<file path="config.mk">
export PLATFORM = sky130hd
export DESIGN_NAME = nbit_4ch_rr_arbiter
export DESIGN_NICKNAME = d
export VERILOG_FILES = /design/src/rtl/nbit_4ch_rr_arbiter.sv
export SDC_FILE = /design/constraint.sdc
export NUM_CORES = 1
export LEC_CHECK = 0
export CAP_MARGIN = 5
export CORE_MARGIN = 2
export CORE_UTILIZATION = 40
export CTS_CLUSTER_DIAMETER = 30
export CTS_CLUSTER_SIZE = 12
export DETAILED_ROUTE_END_ITERATION = 10
export GPL_TIMING_DRIVEN = 0
export PLACE_DENSITY = 0.82
export SYNTH_ARGS = -nofsm -noshare
export SYNTH_HDL_FRONTEND = slang
export SYNTH_SLANG_ARGS = --single-unit
</file>
<file path="constraint.sdc">
create_clock -name clk -period 1.99 [get_ports clk]
set_input_delay 0.398 -clock clk [delete_from_list [all_inputs] [get_ports clk]]
set_output_delay 0.398 -clock clk [all_outputs]
set_load 0.1 [all_outputs]
</file>
<file path="src/rtl/nbit_4ch_rr_arbiter.sv">
// Four-source arbiter with a registered valid/ready output stage. By default it is round-robin.
// Defining ARB_FIXED_PRIO_EN gives fixed priority A > B > C > D and removes the pointer register.
module nbit_4ch_rr_arbiter #(
  parameter int n = 4
) (
  input  logic         clk,
  input  logic         nrst,
  input  logic [n-1:0] A,
  input  logic [n-1:0] B,
  input  logic [n-1:0] C,
  input  logic [n-1:0] D,
  input  logic [3:0]   req,
  output logic [3:0]   ack,
  output logic [1:0]   S,
  output logic [n-1:0] Y,
  output logic         Y_valid,
  input  logic         Y_ready
);

  typedef enum logic [0:0] {
    EMPTY = 1'b0,
    FULL  = 1'b1
  } state_t;

  state_t       state_q, state_d;
  logic [n-1:0] y_q, y_d;
  logic [1:0]   s_q, s_d;
  logic [1:0]   last_s;
  logic [1:0]   grant_s;
  logic         any_req_s;
  logic         load_s;

  // Scan the four sources starting just after 'last' and wrapping around. Return the first source that is requesting.
  function automatic logic [1:0] rr_pick(input logic [3:0] r, input logic [1:0] last);
    logic [1:0] idx;
    logic       found;
    rr_pick = last;
    found   = 1'b0;
    for (int k = 1; k <= 4; k++) begin
      idx = last + k[1:0];
      if (!found && r[idx]) begin
        rr_pick = idx;
        found   = 1'b1;
      end else begin
        found   = found;
      end
    end
  endfunction

`ifdef ARB_FIXED_PRIO_EN
  // A fixed "last" of 3 makes every search begin at source A.
  assign last_s = 2'b11;
`else
  logic [1:0] ptr_q, ptr_d;

  assign last_s = ptr_q;
  assign ptr_d  = load_s ? grant_s : ptr_q;

  // Last-grant pointer. It resets to 3 so that source A wins first.
  always_ff @(posedge clk or negedge nrst) begin
    if (!nrst) begin
      ptr_q <= 2'b11;
    end else begin
      ptr_q <= ptr_d;
    end
  end
`endif

  assign any_req_s = |req;
  // nrst gates the load so that ack falls immediately while reset is asserted.
  assign load_s    = nrst & any_req_s & ((state_q == EMPTY) | Y_ready);
  assign grant_s   = rr_pick(req, last_s);

  // Next-state logic, accept strobe and capture mux
  always_comb begin
    state_d = state_q;
    y_d     = y_q;
    s_d     = s_q;
    ack     = 4'b0000;
    if (load_s) begin
      ack     = 4'b0001 << grant_s;
      s_d     = grant_s;
      state_d = FULL;
      case (grant_s)
        2'd0:    y_d = A;
        2'd1:    y_d = B;
        2'd2:    y_d = C;
        2'd3:    y_d = D;
        default: y_d = y_q;
      endcase
    end else if ((state_q == FULL) && Y_ready) begin
      state_d = EMPTY;
    end else begin
      state_d = state_q;
    end
  end

  // Output register stage
  always_ff @(posedge clk or negedge nrst) begin
    if (!nrst) begin
      state_q <= EMPTY;
      y_q     <= '0;
      s_q     <= 2'b00;
    end else begin
      state_q <= state_d;
      y_q     <= y_d;
      s_q     <= s_d;
    end
  end

  assign Y       = y_q;
  assign S       = s_q;
  assign Y_valid = (state_q == FULL);

endmodule

</file>
==> impl_metrics.env, run 1 <==
export IMPL_status="finished with violations"
export IMPL_failed_checks="setup timing"
export IMPL_layout_commonest_cell="clkdlybuf4s50_1"
export IMPL_layout_area_overhead_vs_synth_pct=87.3
export IMPL_irDropWorstVdd_mv=1.23
export IMPL_ant_nets=0
export IMPL_worstMarginPinSlew_ps=965
export IMPL_clock_root_buffer="clkbuf_4"
export IMPL_core_area_sq_mm=0.00173
export IMPL_die_area_sq_mm=0.00218
export IMPL_avgRoutedWirePerCell_microns=16.5
export IMPL_cts_tree="yes"
export IMPL_synth_cell_area_sq_um=728
export IMPL_setup_violations=8
export IMPL_fin_crit_sh_pct=115
export IMPL_grtUsageTotal_pct=25.0
export IMPL_crit_fanout=8
export IMPL_p_leak_uw=0.000505
export IMPL_numCtsBuffers=3
export IMPL_dpl_cell_area_sq_mm=0.00116
export IMPL_routed_via_density=5.77
export IMPL_ys_seq_area_share_pct=31.3
export IMPL_dieHeight_microns=46.7
export IMPL_antenna_found_initial=0
export IMPL_antennaDiodeCount=0
export IMPL_synthCells=76
export IMPL_hpwl_microns=1660
export IMPL_synth_enable_flop_cells=0
export IMPL_yosys_warnings=0
export IMPL_rr_startpoint="last_s[0]$_DFFE_PN1P_"
export IMPL_synth_net_count=99
export IMPL_synth_async_reset_ratio_pct=100
export IMPL_hold_path_class="in -> async"
export IMPL_die_w_microns=46.7
export IMPL_reg2reg_depth=7
export IMPL_maxCapViolations=0
export IMPL_cts_max_path_buffers=2
export IMPL_ys_ff_latch=9
export IMPL_slew_headroom_pct=35.9
export IMPL_dr_pass1_iters=4
export IMPL_timing_clock_skew_ps=4.75
export IMPL_grt_pass1_vias=865
export IMPL_synth_area_top_cells="dfrtp_1, o31a_1, a2111oi_2"
export IMPL_clk_insertion_delay_late_ps=260
export IMPL_hold_viol_final=0
export IMPL_r2r_slack_ps=-30
export IMPL_drive_above_1_share_pct=41.1
export IMPL_slew_violations=0
export IMPL_syn_area_per_cell_sq_um=9.58
export IMPL_rsz0062_at_grt="true"
export IMPL_timing_setup_tns_ps=-1240
export IMPL_critPathArrivalTime_ps=1900
export IMPL_worstPathRequired_ps=1590
export IMPL_nets=148
export IMPL_critPathCaptureType="output pin"
export IMPL_synth_ff_type="dfrtp_1"
export IMPL_crit_type="in -> out"
export IMPL_startpoint_type="primary input"
export IMPL_num_vias=859
export IMPL_fill_cells=136
export IMPL_num_rows=15
export IMPL_yosys_area_top_type="dfrtp_1"
export IMPL_fmax_ghz=0.435
export IMPL_start_util_pct=42.2
export IMPL_power_density_mw_per_mm2=1180
export IMPL_path_clk_slew_ps=60
export IMPL_final_cell_area_sq_mm=0.00136
export IMPL_htree_levels=1
export IMPL_synth_top_area_share_pct=24.1
export IMPL_layout_setup_ws_ps=-307
export IMPL_cts_sinks=9
export IMPL_synth_cell_type_count=28
export IMPL_fin_crit_ps=2300
export IMPL_gp_congestion=0.892
export IMPL_grt_remaining_overflow=0
export IMPL_io_buffers=33
export IMPL_routed_wl_microns=2460
export IMPL_grt_max_degree=13
export IMPL_ios=34
export IMPL_drt_iter0_markers=8
export IMPL_rr_endpoint="Y[1]$_DFFE_PN0P_"
export IMPL_drc=0
export IMPL_final_cell_mix="clkdlybuf4s50_1, buf_4, dlygate4sd2_1"
export IMPL_power_uw=1610
export IMPL_grt_pass1_wl_microns=3820
[worst max-delay path by stage]
stage	start	endpoint
finish	req[1]	ack[1]
global route	last_s[0]$_DFFE_PN1P_	ack[1]
CTS	last_s[0]$_DFFE_PN1P_	ack[1]
detailed placement	nrst	ack[0]
global placement	nrst	ack[0]
floorplan	last_s[1]$_DFFE_PN1P_	ack[3]
[cell type report]
cell class / count / area (sq um) / area share [%]
Buffer: 2 / 10.0 / 0.734
Clock buffer: 4 / 26.3 / 1.93
Inverter: 1 / 3.75 / 0.275
Multi-Input combinational cell: 63 / 616 / 45.1
Sequential cell: 9 / 231 / 17.0
Tap cell: 25 / 31.3 / 2.29
Timing Repair Buffer: 45 / 445 / 32.7
[power by group]
part | leakage, uW | switching (uW) | internal, uW
logic | 0.000393 | 795 | 365
registers | 0.0000971 | 51.2 | 257
clock network | 0.0000150 | 63.0 | 77.2
[critical path: stages]
cell and delay (ps):
clkdlybuf4s15_1 360, nand2b_1 180, a21oi_2 100, nor3_4 410
nand2_2 140, nor2_4 120, buf_12 180
[state kept, by name (all words and copies together), names as in the netlist]
signal / cells
Y_valid: 1
S: 2
last_s: 2
Y: 4
[routing by layer]
metal | share of wire (%) | wire length (microns) | vias to the layer above | global-route usage (%)
li1 | - | - | 405 | -
met1 | 40 | 990 | 418 | 30.0
met2 | 53 | 1310 | 32 | 46.1
met3 | 5.0 | 123 | 4 | 4.71
met4 | 1.3 | 31 | 0 | 5.00
met5 | 0 | 0 | - | 0
[synth_stat cells (all sizes together), types with 2 or more instances]
library cell	count
o31a	8
a2111oi	8
buf	2
dfrtp	7
nor2	9
nand3b	4
nor3	6
nand2b	4
dfstp	2
o21a	3
a21oi	3
nor4b	4
mux2i	2
nand2	3
[timing repair]
item                                    in CTS  in global routing
gates cloned                                 0                  0
endpoints found under the setup margin      17                  8
pin swaps                                    7                  2
buffers inserted                             9                  3
hold endpoints to repair                     0                  0
gates resized for setup                     60                 10
hold buffers                                 0                  0
[per-stage QoR]
step / hold WS [ps] / setup slack (ps) / utilization (%) / instances
after floorplan: 102 / -316 / - / 76
after global placement: 475 / -1800 / 67.0 / 134
after detailed placement: 479 / -1810 / 67.0 / 134
after CTS: 96.9 / -313 / 76.2 / 146
after global routing: 101 / -382 / 79.0 / 149
final: 97.1 / -307 / 79.0 / 149
[cell families after synthesis]
group	count (synthesis)	share of synthesized area, %
AO/OA/AOI/OAI	28	37.5
buffers and inverters	4	2.40
flip-flops	9	31.3
multiplexers	2	2.75
AND/OR/NAND/NOR	33	26.1
(Power assumes the default switching activity.)
==> inputs of run 2 (changes only) <==
--- a/config.mk
+++ b/config.mk
@@ -6,7 +6,6 @@
 export NUM_CORES = 1
 export LEC_CHECK = 0
 export CAP_MARGIN = 5
-export CORE_MARGIN = 2
 export CORE_UTILIZATION = 40
 export CTS_CLUSTER_DIAMETER = 30
 export CTS_CLUSTER_SIZE = 12
@@ -16,3 +15,4 @@
 export SYNTH_ARGS = -nofsm -noshare
 export SYNTH_HDL_FRONTEND = slang
 export SYNTH_SLANG_ARGS = --single-unit
+export TNS_END_PERCENT = 100
==> run 2 against run 1 <==
- the run still ends with setup timing left
- largest cell class unchanged
- combinational power rose by 5%
- hold slack got worse by 14 ps
- fmax fell by 0.64%
==> impl_metrics.env, run 2 (synthesized netlist as in run 1, its figures left out) <==
export IMPL_crit_fanout=5
export IMPL_critPathCaptureType="output pin"
export IMPL_dp_slack_ps=-1830
export IMPL_hpwl_microns=1530
export IMPL_num_vias=927
export IMPL_final_cell_mix="clkdlybuf4s50_1, buf_4, dlygate4sd2_1"
export IMPL_fin_crit_sh_pct=116
export IMPL_clock_root_buffer="clkbuf_4"
export IMPL_largest_register_ff_count=4
export IMPL_core_area_sq_mm=0.00171
export IMPL_p_int_uw=735
export IMPL_seqPwrFrac_pct=18.7
export IMPL_grt_pass1_vias=782
export IMPL_hold_viol_final=0
export IMPL_grtUsageTotal_pct=25.7
export IMPL_htree_levels=1
export IMPL_place_inst=134
export IMPL_swShare_pct=56.5
export IMPL_startpoint_type="flip-flop"
export IMPL_p_clk_share_pct=9.1
export IMPL_num_rows=15
export IMPL_ios=34
export IMPL_avgRoutedWirePerCell_microns=18.1
export IMPL_grt_remaining_overflow=0
export IMPL_p_comb_share_pct=72.2
export IMPL_slew_violations=0
export IMPL_status="finished with violations"
export IMPL_p_leak_uw=0.000533
export IMPL_ant_nets=0
export IMPL_timing_clock_skew_ps=7.08
export IMPL_die_area_sq_mm=0.00199
export IMPL_failed_checks="setup timing"
export IMPL_setup_violations=6
export IMPL_cts_tree="yes"
export IMPL_worstMarginPinSlew_ps=977
export IMPL_gp_congestion=0.712
export IMPL_clk_insertion_delay_late_ps=280
export IMPL_r2r_slack_ps=-20
export IMPL_worstPathRequired_ps=1590
export IMPL_rr_endpoint="Y[2]$_DFFE_PN0P_"
export IMPL_fmax_ghz=0.433
export IMPL_layout_area_overhead_vs_synth_pct=94.7
export IMPL_p_switching_uw=955
export IMPL_grt_pass1_wl_microns=3670
export IMPL_reg2reg_depth=7
export IMPL_grt_max_degree=13
export IMPL_hold_path_class="in -> async"
export IMPL_start_util_pct=42.6
export IMPL_drt_iter0_markers=22
export IMPL_path_clk_slew_ps=70
export IMPL_dieHeight_microns=44.7
export IMPL_drc=0
export IMPL_routed_via_density=6.02
export IMPL_io_buffers=33
export IMPL_stdcell_count=154
export IMPL_irDropWorstVdd_mv=0.947
export IMPL_antennaDiodeCount=0
export IMPL_cts_sinks=9
export IMPL_rr_startpoint="last_s[0]$_DFFE_PN1P_"
export IMPL_crit_type="reg -> out"
export IMPL_fin_crit_ps=2310
export IMPL_layout_commonest_cell="clkdlybuf4s50_1"
export IMPL_nets=153
export IMPL_layout_setup_ws_ps=-322
export IMPL_rsz0062_at_grt="true"
export IMPL_slew_headroom_pct=35.1
export IMPL_dr_pass1_iters=4
export IMPL_maxCapViolations=0
export IMPL_critPathArrivalTime_ps=1910
export IMPL_power_density_mw_per_mm2=1190
export IMPL_die_w_microns=44.7
export IMPL_numCtsBuffers=3
export IMPL_cts_max_path_buffers=2
export IMPL_routed_wl_microns=2790
export IMPL_antenna_found_initial=0
export IMPL_drive_above_1_share_pct=46.5
[run 2: cell count changes in the layout (fill, tap and decap cells not counted), sizes merged]
cell	previous run	this run
buf	18	22
clkbuf	5	6
[run 2: layer usage]
metal	vias to the layer above	wire [microns]	track usage, %
met5	-	0	0
met4	0	37	3.64
met3	5	168	6.53
met2	38	1580	47.6
met1	471	1010	30.1
li1	413	-	-
[run 2: cell type report]
class                           count  area (sq um)
Tap cell                           25          31.3
Multi-Input combinational cell     63           628
Sequential cell                     9           231
Buffer                              2          16.3
Inverter                            1          3.75
Clock buffer                        4          26.3
Fill cell                          97           290
Timing Repair Buffer               50           480
[run 2: power groups by stage]
stage          clock network [uW]  logic [uW]  registers, uW
2_1_floorplan                   0         412            676
3_3_place_gp                    0        1010            309
3_5_place_dp                    0        1020            312
4_1_cts                       146        1120            308
5_1_grt                       161        1260            322
6_report                      153        1220            317
[run 2: timing repair]
item                       in CTS  in global routing
hold buffers                    0                  0
pin swaps                       5                  8
setup endpoints to repair      17                  8
gates resized for setup        61                 18
setup buffers                  11                  6
[run 2: worst max-delay path by stage]
stage                                      from  slack, ps  cells after the start      to
final                     last_s[1]$_DFFE_PN1P_       -320                      6  ack[2]
after CTS                 last_s[0]$_DFFE_PN1P_       -300                      6  ack[0]
after global routing      last_s[1]$_DFFE_PN1P_       -380                      5  ack[3]
after global placement                     nrst      -1840                      6  ack[0]
after detailed placement                   nrst      -1830                      6  ack[0]
after floorplan           last_s[1]$_DFFE_PN1P_       -320                      4  ack[3]
[run 2: metrics by stage]
stage | total power (uW) | utilization, % | hold WS, ps | setup TNS (ps) | cell area [sq um]
2_1_floorplan | 1090 | - | 102 | -784 | 795
3_3_place_gp | 1320 | 67.7 | 473 | -10640 | 1160
3_5_place_dp | 1340 | 67.7 | 479 | -10450 | 1160
4_1_cts | 1570 | 78.2 | 91.4 | -1050 | 1340
5_1_grt | 1750 | 83.0 | 100 | -1710 | 1420
6_report | 1690 | 83.0 | 82.7 | -1240 | 1420
[run 2: worst max-delay path, cell delays in order, from the launching register on]
cell     delay, ps
dfstp_2        590
or2b_1         290
a21oi_4        200
nor3_4          80
buf_4          180
nor2_4         110
buf_12         180
==> inputs of run 3 (changes only) <==
--- a/config.mk
+++ b/config.mk
@@ -11,7 +11,7 @@
 export CTS_CLUSTER_SIZE = 12
 export DETAILED_ROUTE_END_ITERATION = 10
 export GPL_TIMING_DRIVEN = 0
-export PLACE_DENSITY = 0.82
+export PLACE_DENSITY_LB_ADDON = 0.1
 export SYNTH_ARGS = -nofsm -noshare
 export SYNTH_HDL_FRONTEND = slang
 export SYNTH_SLANG_ARGS = --single-unit
==> run 3 against run 2 <==
- the run still ends with setup timing left
- count of clock-buffer cells in the layout did not move
- die area did not move
- critical path type unchanged
- critical endpoint is now ack[0]
- utilization fell by 0.15 points
- highest routed layer is now met3
- clock skew fell by 3.6 ps
- wire length fell by 19%
- largest power group unchanged
- first-iteration DRC count fell by 14%
==> impl_metrics.env, run 3 (synthesized netlist as in run 1, its figures left out) <==
export IMPL_antennaDiodeCount=0
export IMPL_worstPathCellList="mux2i_2 -> a22oi_2 -> nand2_4 -> and2b_4 -> buf_12"
export IMPL_critPathArrivalTime_ps=1910
export IMPL_layout_area_overhead_vs_synth_pct=94.3
export IMPL_gp_congestion=0.757
export IMPL_setup_violations=8
export IMPL_cts_tree="yes"
export IMPL_crit_type="reg -> out"
export IMPL_cts_max_path_buffers=2
export IMPL_final_cell_area_sq_mm=0.00142
export IMPL_num_vias=842
export IMPL_p_comb_share_pct=72.3
export IMPL_crit_end="ack[0]"
export IMPL_crit_path_top_delay_cell="dfstp_2"
export IMPL_crit_fanout=7
export IMPL_failed_checks="setup timing"
export IMPL_r2r_slack_ps=-120
export IMPL_p_int_uw=748
export IMPL_critPathCaptureType="output pin"
export IMPL_power_density_mw_per_mm2=1160
export IMPL_drc=0
export IMPL_startpoint_type="flip-flop"
export IMPL_die_area_sq_mm=0.00199
export IMPL_routed_via_density=5.43
export IMPL_p_switching_uw=899
export IMPL_htree_levels=1
export IMPL_start_util_pct=42.6
export IMPL_largest_register_ff_count=4
export IMPL_io_buffers=33
export IMPL_num_rows=15
export IMPL_numCtsBuffers=3
export IMPL_rsz0062_at_grt="true"
export IMPL_stdcell_count=155
export IMPL_drt_iter0_markers=19
export IMPL_p_leak_uw=0.000535
export IMPL_drive_above_1_share_pct=41.5
export IMPL_startpoint="last_s[0]$_DFFE_PN1P_"
export IMPL_fin_crit_sh_pct=116
export IMPL_slew_headroom_pct=35.6
export IMPL_fmax_ghz=0.433
export IMPL_power_uw=1650
export IMPL_grt_pass1_wl_microns=3340
export IMPL_p_clk_share_pct=8.6
export IMPL_wl_met1_microns=934
export IMPL_antenna_found_initial=0
export IMPL_rr_endpoint="Y[0]$_DFFE_PN0P_"
export IMPL_grt_max_degree=11
export IMPL_die_w_microns=44.7
export IMPL_dieHeight_microns=44.7
export IMPL_reg2reg_depth=7
export IMPL_final_cell_mix="clkdlybuf4s50_1, buf_4, dlygate4sd2_1"
export IMPL_timing_hold_ws_ps=93.8
export IMPL_routed_wl_microns=2270
export IMPL_hold_viol_final=0
export IMPL_grt_pass1_vias=722
export IMPL_hpwl_microns=1550
export IMPL_seqPwrFrac_pct=19.0
export IMPL_crit_cells=5
export IMPL_maxUsedRoutingLayer="met3"
export IMPL_slowest_delay_ps=630
export IMPL_crit_buf_inv=1
export IMPL_clock_root_buffer="clkbuf_4"
export IMPL_avgRoutedWirePerCell_microns=14.6
export IMPL_grt_remaining_overflow=0
export IMPL_place_inst=134
export IMPL_nets=154
export IMPL_swShare_pct=54.6
export IMPL_layout_setup_ws_ps=-319
export IMPL_layout_commonest_cell="clkdlybuf4s50_1"
export IMPL_status="finished with violations"
export IMPL_worstMarginPinSlew_ps=969
export IMPL_route_met2_wl_microns=1200
export IMPL_ios=34
export IMPL_hold_path_class="in -> async"
export IMPL_timing_clock_skew_ps=3.52
export IMPL_dp_slack_ps=-1800
export IMPL_wl_met3_microns=127
export IMPL_cts_sinks=9
export IMPL_core_area_sq_mm=0.00171
export IMPL_dpl_cell_area_sq_mm=0.00116
export IMPL_critPathTopFamily="flip-flops"
export IMPL_maxCapViolations=0
export IMPL_slew_violations=0
export IMPL_fill_cells=104
export IMPL_clk_insertion_delay_late_ps=260
export IMPL_path_clk_slew_ps=60
export IMPL_worstPathRequired_ps=1590
export IMPL_ant_nets=0
export IMPL_rr_startpoint="last_s[0]$_DFFE_PN1P_"
export IMPL_grtUsageTotal_pct=23.2
export IMPL_dr_pass1_iters=4
export IMPL_irDropWorstVdd_mv=1.25
export IMPL_fin_crit_ps=2310
## run 3: power by group through the flow
stage	clock network (uW)	logic, uW	registers (uW)
3_5_place_dp	0	1020	312
3_3_place_gp	0	1010	308
4_1_cts	146	1070	310
6_report	142	1190	313
2_1_floorplan	0	412	676
5_1_grt	159	1240	321
## run 3: how the worst min path moves through the flow
stage / start / end / slack [ps] / depth (start not counted)
after CTS: nrst / S[0]$_DFFE_PN0P_ / 100 / 1
final: nrst / S[0]$_DFFE_PN0P_ / 90 / 1
after detailed placement: S[1]$_DFFE_PN0P_ / S[1]$_DFFE_PN0P_ / 480 / 1
after global routing: nrst / S[0]$_DFFE_PN0P_ / 100 / 1
after global placement: S[1]$_DFFE_PN0P_ / S[1]$_DFFE_PN0P_ / 470 / 1
after floorplan: nrst / S[0]$_DFFE_PN0P_ / 100 / 0
## run 3: metal layers
metal,vias to the layer above,GRT usage (%)
met1,401,30.5
met5,-,0
met3,0,7.35
li1,411,-
met2,30,39.1
met4,0,1.82
## run 3: area by class of cell
type | instances | area (sq um) | share of cell area, %
plain buffers | 3 | 16.3 | 1.15
flip-flops and latches | 9 | 231 | 16.4
well taps | 25 | 31.3 | 2.21
multi-input cells | 63 | 596 | 42.1
inverters | 1 | 3.75 | 0.265
repair buffers | 50 | 510 | 36.1
clock buffers | 4 | 26.3 | 1.86
## run 3: worst register-to-register path, delay by kind of cell, from the launching register on
family,cells,cell delay [ps]
flip-flops,1,630
buffers and inverters,2,280
AND/OR/NAND/NOR,2,230
AO/OA/AOI/OAI,2,720
multiplexers,1,120
## run 3: through the flow
stage | util [%] | setup TNS (ps)
6_report | 82.9 | -1770
5_1_grt | 82.9 | -2490
4_1_cts | 74.4 | -1360
3_5_place_dp | 67.7 | -10420
3_3_place_gp | 67.7 | -10450
2_1_floorplan | - | -784
## run 3: timing repair
action	4_1_cts	5_1_grt
setup endpoints to repair	17	8
setup buffers	2	15
hold buffers	0	0
endpoints found under the hold margin	0	0
resized for setup	56	5
pin swaps	6	6
